--- src/rtl/div_pkg.sv ---
// Shared types and helpers for the DIV/DIVU sequencer.
package div_pkg;

    localparam int XLEN                 = 32;
    localparam int ALIGN_MAX_CYCLES_DEF = 18;

    typedef enum logic [2:0] {
        IDLE   = 3'd0,
        LOAD   = 3'd1,
        ALIGN  = 3'd2,
        DIVIDE = 3'd3,
        FIXUP  = 3'd4,
        DONE   = 3'd5
    } div_state_t;

    // Two's-complement negation.
    function automatic logic [XLEN-1:0] neg32(input logic [XLEN-1:0] value);
        return (~value) + 32'd1;
    endfunction

    // Magnitude of an operand; unsigned operands pass through unchanged.
    function automatic logic [XLEN-1:0] abs32(input logic [XLEN-1:0] value,
                                              input logic            is_signed);
        logic [XLEN-1:0] res;
        if (is_signed && value[XLEN-1]) begin
            res = neg32(value);
        end else begin
            res = value;
        end
        return res;
    endfunction

endpackage

--- src/rtl/div_step.sv ---
// One restoring shift-subtract iteration (purely combinational).
module div_step
    import div_pkg::*;
(
    input  logic [XLEN-1:0] r,
    input  logic [XLEN-1:0] d,
    input  logic [XLEN-1:0] q,
    output logic [XLEN-1:0] r_next,
    output logic [XLEN-1:0] q_next,
    output logic            ge
);

    // Subtract when the partial remainder covers the divisor, shift the quotient bit in.
    always_comb begin
        ge     = (r >= d);
        q_next = {q[XLEN-2:0], ge};
        if (ge) begin
            r_next = r - d;
        end else begin
            r_next = r;
        end
    end

endmodule

--- src/rtl/div_ctrl.sv ---
// Multi-cycle DIV/DIVU sequencer driving an external divisor-alignment unit.
// Optional build macro DIV_CYCLE_STATS_EN adds output last_cycles (cycles
// from accepted start to done, inclusive).
module div_ctrl
    import div_pkg::*;
#(
    parameter int ALIGN_MAX_CYCLES = ALIGN_MAX_CYCLES_DEF
) (
    input  logic            clk,
    input  logic            rst,
    input  logic            start,
    input  logic            is_signed,
    input  logic [XLEN-1:0] dividend,
    input  logic [XLEN-1:0] divisor,
    output logic            busy,
    output logic            done,
    output logic [XLEN-1:0] quotient,
    output logic [XLEN-1:0] remainder,
    output logic            div_by_zero,
    output logic            align_err,
    output logic            al_rst,
    output logic [XLEN-1:0] al_a,
    output logic [XLEN-1:0] al_b,
    input  logic [XLEN-1:0] al_shiftb,
    input  logic            al_done
`ifdef DIV_CYCLE_STATS_EN
    ,
    output logic [7:0]      last_cycles
`endif
);

    localparam logic [7:0] ALIGN_LAST = 8'(ALIGN_MAX_CYCLES - 1);
    localparam logic [7:0] STEP_LAST  = 8'd31;

    div_state_t      state_r;
    div_state_t      state_next_s;

    logic [XLEN-1:0] abs_a_s;
    logic [XLEN-1:0] abs_b_s;
    logic [XLEN-1:0] q_r;
    logic [XLEN-1:0] r_r;
    logic [XLEN-1:0] d_r;
    logic [XLEN-1:0] abs_b_r;
    logic            sign_a_r;
    logic            sign_b_r;
    logic            dz_r;
    logic            ae_r;
    logic [7:0]      cnt_r;

    logic [XLEN-1:0] r_next_s;
    logic [XLEN-1:0] q_next_s;
    logic            ge_s;
    logic [XLEN-1:0] q_fix_s;
    logic [XLEN-1:0] r_fix_s;
    logic            align_last_s;
    logic            divide_last_s;
    logic            bad_align_s;
    logic            trivial_s;

    logic            busy_s;
    logic            done_s;
    logic            al_rst_s;

    assign abs_a_s       = abs32(dividend, is_signed);
    assign abs_b_s       = abs32(divisor, is_signed);
    assign trivial_s     = (divisor == 32'd0) || (abs_b_s > abs_a_s);
    assign align_last_s  = (cnt_r == ALIGN_LAST);
    // Aligned divisor shifted back to |divisor| ends the loop; the step
    // bound keeps a misbehaving aligner from looping forever.
    assign divide_last_s = (d_r == abs_b_r) || (cnt_r == STEP_LAST);
    // A correctly aligned divisor never exceeds |dividend|, so the first
    // step must subtract; if not, the aligner result is unusable.
    assign bad_align_s   = (cnt_r == 8'd0) && !ge_s;

    div_step u_step (
        .r      (r_r),
        .d      (d_r),
        .q      (q_r),
        .r_next (r_next_s),
        .q_next (q_next_s),
        .ge     (ge_s)
    );

    // State register.
    always_ff @(posedge clk) begin
        if (rst) begin
            state_r <= IDLE;
        end else begin
            state_r <= state_next_s;
        end
    end

    // Next-state decode.
    always_comb begin
        state_next_s = state_r;
        case (state_r)
            IDLE: begin
                if (start && trivial_s) begin
                    state_next_s = FIXUP;
                end else if (start) begin
                    state_next_s = LOAD;
                end else begin
                    state_next_s = IDLE;
                end
            end
            LOAD: begin
                state_next_s = ALIGN;
            end
            ALIGN: begin
                if (al_done) begin
                    state_next_s = DIVIDE;
                end else if (align_last_s) begin
                    state_next_s = FIXUP;
                end else begin
                    state_next_s = ALIGN;
                end
            end
            DIVIDE: begin
                if (bad_align_s || divide_last_s) begin
                    state_next_s = FIXUP;
                end else begin
                    state_next_s = DIVIDE;
                end
            end
            FIXUP: begin
                state_next_s = DONE;
            end
            DONE: begin
                state_next_s = IDLE;
            end
            default: begin
                state_next_s = IDLE;
            end
        endcase
    end

    // Handshake outputs for the upcoming state (registered below).
    always_comb begin
        busy_s   = 1'b0;
        done_s   = 1'b0;
        al_rst_s = 1'b1;
        case (state_next_s)
            LOAD, FIXUP: begin
                busy_s = 1'b1;
            end
            ALIGN: begin
                busy_s   = 1'b1;
                al_rst_s = 1'b0;
            end
            DIVIDE: begin
                busy_s = 1'b1;
            end
            DONE: begin
                done_s = 1'b1;
            end
            default: begin
                busy_s   = 1'b0;
                done_s   = 1'b0;
                al_rst_s = 1'b1;
            end
        endcase
    end

    // Handshake output registers.
    always_ff @(posedge clk) begin
        if (rst) begin
            busy   <= 1'b0;
            done   <= 1'b0;
            al_rst <= 1'b1;
        end else begin
            busy   <= busy_s;
            done   <= done_s;
            al_rst <= al_rst_s;
        end
    end

    // Sign fix-up of the magnitude result; error paths pass through untouched.
    always_comb begin
        q_fix_s = q_r;
        r_fix_s = r_r;
        if (dz_r || ae_r) begin
            q_fix_s = q_r;
            r_fix_s = r_r;
        end else begin
            if (sign_a_r ^ sign_b_r) begin
                q_fix_s = neg32(q_r);
            end else begin
                q_fix_s = q_r;
            end
            if (sign_a_r) begin
                r_fix_s = neg32(r_r);
            end else begin
                r_fix_s = r_r;
            end
        end
    end

    // Operand capture, alignment wait, iteration datapath and result registers.
    always_ff @(posedge clk) begin
        if (rst) begin
            q_r         <= 32'd0;
            r_r         <= 32'd0;
            d_r         <= 32'd0;
            abs_b_r     <= 32'd0;
            sign_a_r    <= 1'b0;
            sign_b_r    <= 1'b0;
            dz_r        <= 1'b0;
            ae_r        <= 1'b0;
            cnt_r       <= 8'd0;
            al_a        <= 32'd0;
            al_b        <= 32'd0;
            quotient    <= 32'd0;
            remainder   <= 32'd0;
            div_by_zero <= 1'b0;
            align_err   <= 1'b0;
        end else begin
            case (state_r)
                IDLE: begin
                    if (start) begin
                        sign_a_r    <= is_signed & dividend[XLEN-1];
                        sign_b_r    <= is_signed & divisor[XLEN-1];
                        al_a        <= abs_a_s;
                        al_b        <= abs_b_s;
                        abs_b_r     <= abs_b_s;
                        ae_r        <= 1'b0;
                        cnt_r       <= 8'd0;
                        div_by_zero <= 1'b0;
                        align_err   <= 1'b0;
                        if (divisor == 32'd0) begin
                            dz_r <= 1'b1;
                            q_r  <= 32'hFFFF_FFFF;
                            r_r  <= dividend;
                        end else begin
                            dz_r <= 1'b0;
                            q_r  <= 32'd0;
                            r_r  <= abs_a_s;
                        end
                    end
                end
                LOAD: begin
                    cnt_r <= 8'd0;
                end
                ALIGN: begin
                    if (al_done) begin
                        d_r   <= al_shiftb;
                        r_r   <= al_a;
                        q_r   <= 32'd0;
                        cnt_r <= 8'd0;
                    end else if (align_last_s) begin
                        ae_r <= 1'b1;
                        q_r  <= 32'd0;
                        r_r  <= 32'd0;
                    end else begin
                        cnt_r <= cnt_r + 8'd1;
                    end
                end
                DIVIDE: begin
                    if (bad_align_s) begin
                        ae_r <= 1'b1;
                        q_r  <= 32'd0;
                        r_r  <= 32'd0;
                    end else begin
                        r_r   <= r_next_s;
                        q_r   <= q_next_s;
                        d_r   <= d_r >> 1;
                        cnt_r <= cnt_r + 8'd1;
                    end
                end
                FIXUP: begin
                    quotient    <= q_fix_s;
                    remainder   <= r_fix_s;
                    div_by_zero <= dz_r;
                    align_err   <= ae_r;
                end
                default: begin
                    cnt_r <= cnt_r;
                end
            endcase
        end
    end

`ifdef DIV_CYCLE_STATS_EN
    logic [7:0] cyc_r;

    // Cycle accounting: the start cycle is cycle 1, captured as of the done cycle.
    always_ff @(posedge clk) begin
        if (rst) begin
            cyc_r       <= 8'd0;
            last_cycles <= 8'd0;
        end else begin
            if (state_r == IDLE && start) begin
                cyc_r <= 8'd2;
            end else if (busy) begin
                cyc_r <= cyc_r + 8'd1;
            end else begin
                cyc_r <= cyc_r;
            end
            if (state_r == FIXUP) begin
                last_cycles <= cyc_r + 8'd1;
            end else begin
                last_cycles <= last_cycles;
            end
        end
    end
`endif

endmodule

--- config.mk ---
export PLATFORM = sky130hd
export DESIGN_NAME = div_ctrl
export DESIGN_NICKNAME = d
export VERILOG_FILES = /design/src/rtl/div_pkg.sv /design/src/rtl/div_step.sv /design/src/rtl/div_ctrl.sv
export SDC_FILE = /design/constraint.sdc
export NUM_CORES = 1
export LEC_CHECK = 0
export ABC_AREA = 1
export ABC_CLOCK_PERIOD_IN_PS = 3700
export CORE_UTILIZATION = 45
export CTS_BUF_LIST = sky130_fd_sc_hd__clkbuf_8
export CTS_CLUSTER_SIZE = 20
export DETAILED_ROUTE_END_ITERATION = 10
export GPL_TIMING_DRIVEN = 1
export PLACE_DENSITY = 0.65
export SLEW_MARGIN = 25
export SYNTH_ARGS = -nofsm -noshare
export SYNTH_HDL_FRONTEND = slang
export SYNTH_SLANG_ARGS = --single-unit
--- constraint.sdc ---
create_clock -name clk -period 3.7 [get_ports clk]
set_input_delay 0.74 -clock clk [delete_from_list [all_inputs] [get_ports clk]]
set_output_delay 0.74 -clock clk [all_outputs]
set_load 0.02 [all_outputs]
==> flow_metrics.py <==
metrics = {
    "outcome": {
        "status": "completed",
    },
    "critical_path": {
        "worstPathRequired_ns": 4.20,
        "r2r-start": "d_r[20]$_SDFFE_PP0P_",
        "worstSetupEndpointType": "flop",
        "timing.rr.end": "r_r[25]$_SDFFE_PP0P_",
        "cp.arrival_ns": 3.93,
        "critical_path_class": "in2reg",
        "startpoint_type": "primary input",
        "path_max_fanout": 3,
        "rrSetupSlack_ns": 0.34,
        "reg2reg_depth": 13,
    },
    "synth": {
        "muxShareOfSynthArea": 0,
        "synth_top_family_by_area": "simple AND/OR/NAND/NOR gates",
        "synth_nets": 2852,
        "synth-compound-area-share": 0.167,
        "ys.flop_type": "dfxtp_1",
        "synth_edf_count": 0,
        "ys_ff_latch": 244,
        "synthSimpleGateAreaFrac": 0.313,
        "yosysSeqAreaShare": 0.290,
        "synthAdderAreaFrac": 0.0539,
        "syn_inst": 2679,
        "synthXorXnorAreaFrac": 0.0702,
        "synthDistinctLibCells": 56,
        "async_flop_share": 0,
        "synth.avg_cell_area_um2": 6.29,
        "synth_warnings": 0,
        "netlist_area_mm2": 0.0169,
    },
    "placement": {
        "dp_hpwl_um": 54500,
        "gp_congestion": 1.05,
        "io_buffers": 233,
    },
    "global_routing": {
        "grtUsageMet2": 0.547,
        "grt_overflow": 0,
        "gr-usage-all-layers": 0.349,
        "grt_max_degree": 126,
        "grt_pass1_wl_um": 102000,
        "grt_use_met3": 0.0694,
        "antenna_found_initial": 3,
        "met1_usage": 0.472,
        "grt_pass1_vias": 17700,
        "top_usage_layer": "met2",
    },
    "routing": {
        "vias": 19100,
        "wl_per_cell_um": 18.8,
        "ant_nets": 0,
        "drt_wl_total_um": 67500,
        "drt_iter0_drc": 1750,
        "vias_per_cell": 5.30,
        "first_pass_iters": 7,
        "drcViolationCount": 0,
    },
    "min_path": {
        "hold-path-cell-count": 2,
        "holdPathEnd": "div_by_zero$_SDFFE_PP0P_",
        "hold_start": "dz_r$_SDFFE_PP0P_",
        "hp-class": "reg2reg",
    },
    "floorplanning": {
        "die_y_um": 196,
        "start_util": 0.459,
        "pin_count": 234,
        "die_area_mm2": 0.0382,
        "core-area_mm2": 0.0367,
        "placementRows": 70,
        "die_w_um": 196,
    },
    "timing": {
        "slew_violations": 0,
        "final.period_utilization": 0.925,
        "slew_headroom": 0.413,
        "post-route-min-period_ns": 3.42,
        "worstMarginPinSlew_ns": 0.880,
        "fin_skew_ns": 0.0535,
        "finalSetupViolations": 0,
        "fmax_mhz": 292,
        "final-hold-violation-count": 0,
    },
    "clock_tree": {
        "cts_max_level": 2,
        "post-cts-setup-buffers": 0,
        "cts_hold_buf": 0,
        "clkSinkCount": 244,
        "cts-root-buf": "clkbuf_8",
        "clock_latency_ns": 0.65,
        "cts_tree": "built",
        "cts_inserted_buffers": 44,
        "clk_path_buf_depth": 3,
        "ctsResizeCount": 0,
        "clk_pin_slew_ns": 0.06,
    },
    "job": {
        "max_cap_violations": 0,
    },
    "pwr": {
        "ir_drop_v": 0.000363,
        "p_per_area_mw_per_mm2": 825,
        "leakagePower_nw": 10.8,
        "total_power_mw": 18.2,
    },
    "final_layout": {
        "drive_above_1_share": 0.112,
        "fin_util": 0.601,
        "final_common_cell": "nand2_1",
        "layout_common_cells": "nand2_1 (678), inv_1 (360), nor2_1 (345), dfxtp_1 (244), clkdlybuf4s50_1 (232)",
        "area_growth_pct": 30.8,
        "nNetsFinal": 3265,
    },
}
## critical path, cell delays in order
cell and delay, ns:
clkdlybuf4s50_1 0.46, nor2_1 0.17, nand3_1 0.18, nor2_4 0.15
nand4_4 0.11, nor3_4 0.16, buf_4 0.15, inv_1 0.04
nand2_1 0.06, xor2_1 0.32, inv_1 0.15, ha_1 0.31
nand4_1 0.14, nor4_2 0.22, nand2_1 0.09, nand2_1 0.06
nand2_1 0.11, nand3_1 0.09, nand3_1 0.09, inv_1 0.07
nand2_1 0.05
## per-layer routing
layer	vias to the layer above	wire length, um	part of all wire
li1	9450	-	-
met1	8714	29800	0.44
met2	758	29400	0.44
met3	131	5760	0.085
met4	2	2580	0.038
met5	-	13	0.00019
## cell usage after synthesis, types with 10 or more instances
library cell | count | area [um2]
nor3_1 | 31 | 155
o211ai_1 | 32 | 240
inv_1 | 344 | 1290
o22ai_1 | 10 | 62.6
o21ai_0 | 218 | 1090
clkbuf_1 | 73 | 274
dfxtp_1 | 244 | 4880
a21oi_1 | 167 | 836
o21bai_1 | 12 | 90.1
nand3_1 | 124 | 621
nand2_1 | 678 | 2540
nand4_1 | 29 | 181
xor2_1 | 103 | 902
nor4_1 | 12 | 75.1
o21a_1 | 11 | 82.6
buf_2 | 15 | 75.1
nor2_1 | 346 | 1300
xnor2_1 | 32 | 280
or2_2 | 11 | 68.8
ha_1 | 71 | 888
## registers in the layout, summed over array words and instances (netlist names), 3 cells and up
name,cells
cnt_r,8
r_r,32
al_a,32
quotient,32
state_r,3
remainder,32
q_r,32
d_r,32
abs_b_r,32
## worst max-delay path by stage
stage	startpoint	to	slack [ns]	depth (start not counted)
6_report	divisor[7]	al_rst$_SDFF_PP1_	0.28	21
5_1_grt	dividend[1]	al_rst$_SDFF_PP1_	-0.002	22
4_1_cts	divisor[7]	al_rst$_SDFF_PP1_	0.24	21
3_5_place_dp	divisor[7]	al_rst$_SDFF_PP1_	-0.39	21
3_3_place_gp	divisor[9]	state_r[0]$_SDFF_PP0_	-0.29	20
2_1_floorplan	divisor[0]	al_rst$_SDFF_PP1_	0.45	21
## report_power, final
group	internal (mW)	leakage, nW	switching, mW
Combinational	3.86	8.31	7.21
Clock	1.34	0.510	1.27
Sequential	3.44	2.00	1.07
Total	8.63	10.8	9.55
## cell type report
type / instances / area (um2)
diodes: 2 / 5.00
clock buffers: 51 / 702
clock inverters: 28 / 175
fillers: 3591 / 14700
inverters: 357 / 1340
multi-input cells: 1977 / 10200
flip-flops and latches: 244 / 4880
well taps: 468 / 586
repair buffers: 468 / 4140
## through the flow
stage / std cells / hold slack [ns] / TNS (ns) / cell area, um2 / setup slack (ns)
2_1_floorplan: 2679 / 0.452 / 0 / 16900 / 0.447
3_3_place_gp: 3514 / 0.478 / -0.788 / 21100 / -0.288
3_5_place_dp: 3514 / 0.485 / -1.11 / 21100 / -0.394
4_1_cts: 3593 / 0.489 / 0 / 22000 / 0.243
5_1_grt: 3593 / 0.513 / -0.00164 / 22000 / -0.00164
6_report: 3595 / 0.493 / 0 / 22000 / 0.278
## cells by family after synthesis
logic type	after synthesis
buf+inv	458
xor+xnor	135
flops	244
simple gates	1267
compound gates	503
fa+ha+maj	72
Power figures use the tool's default switching activity.
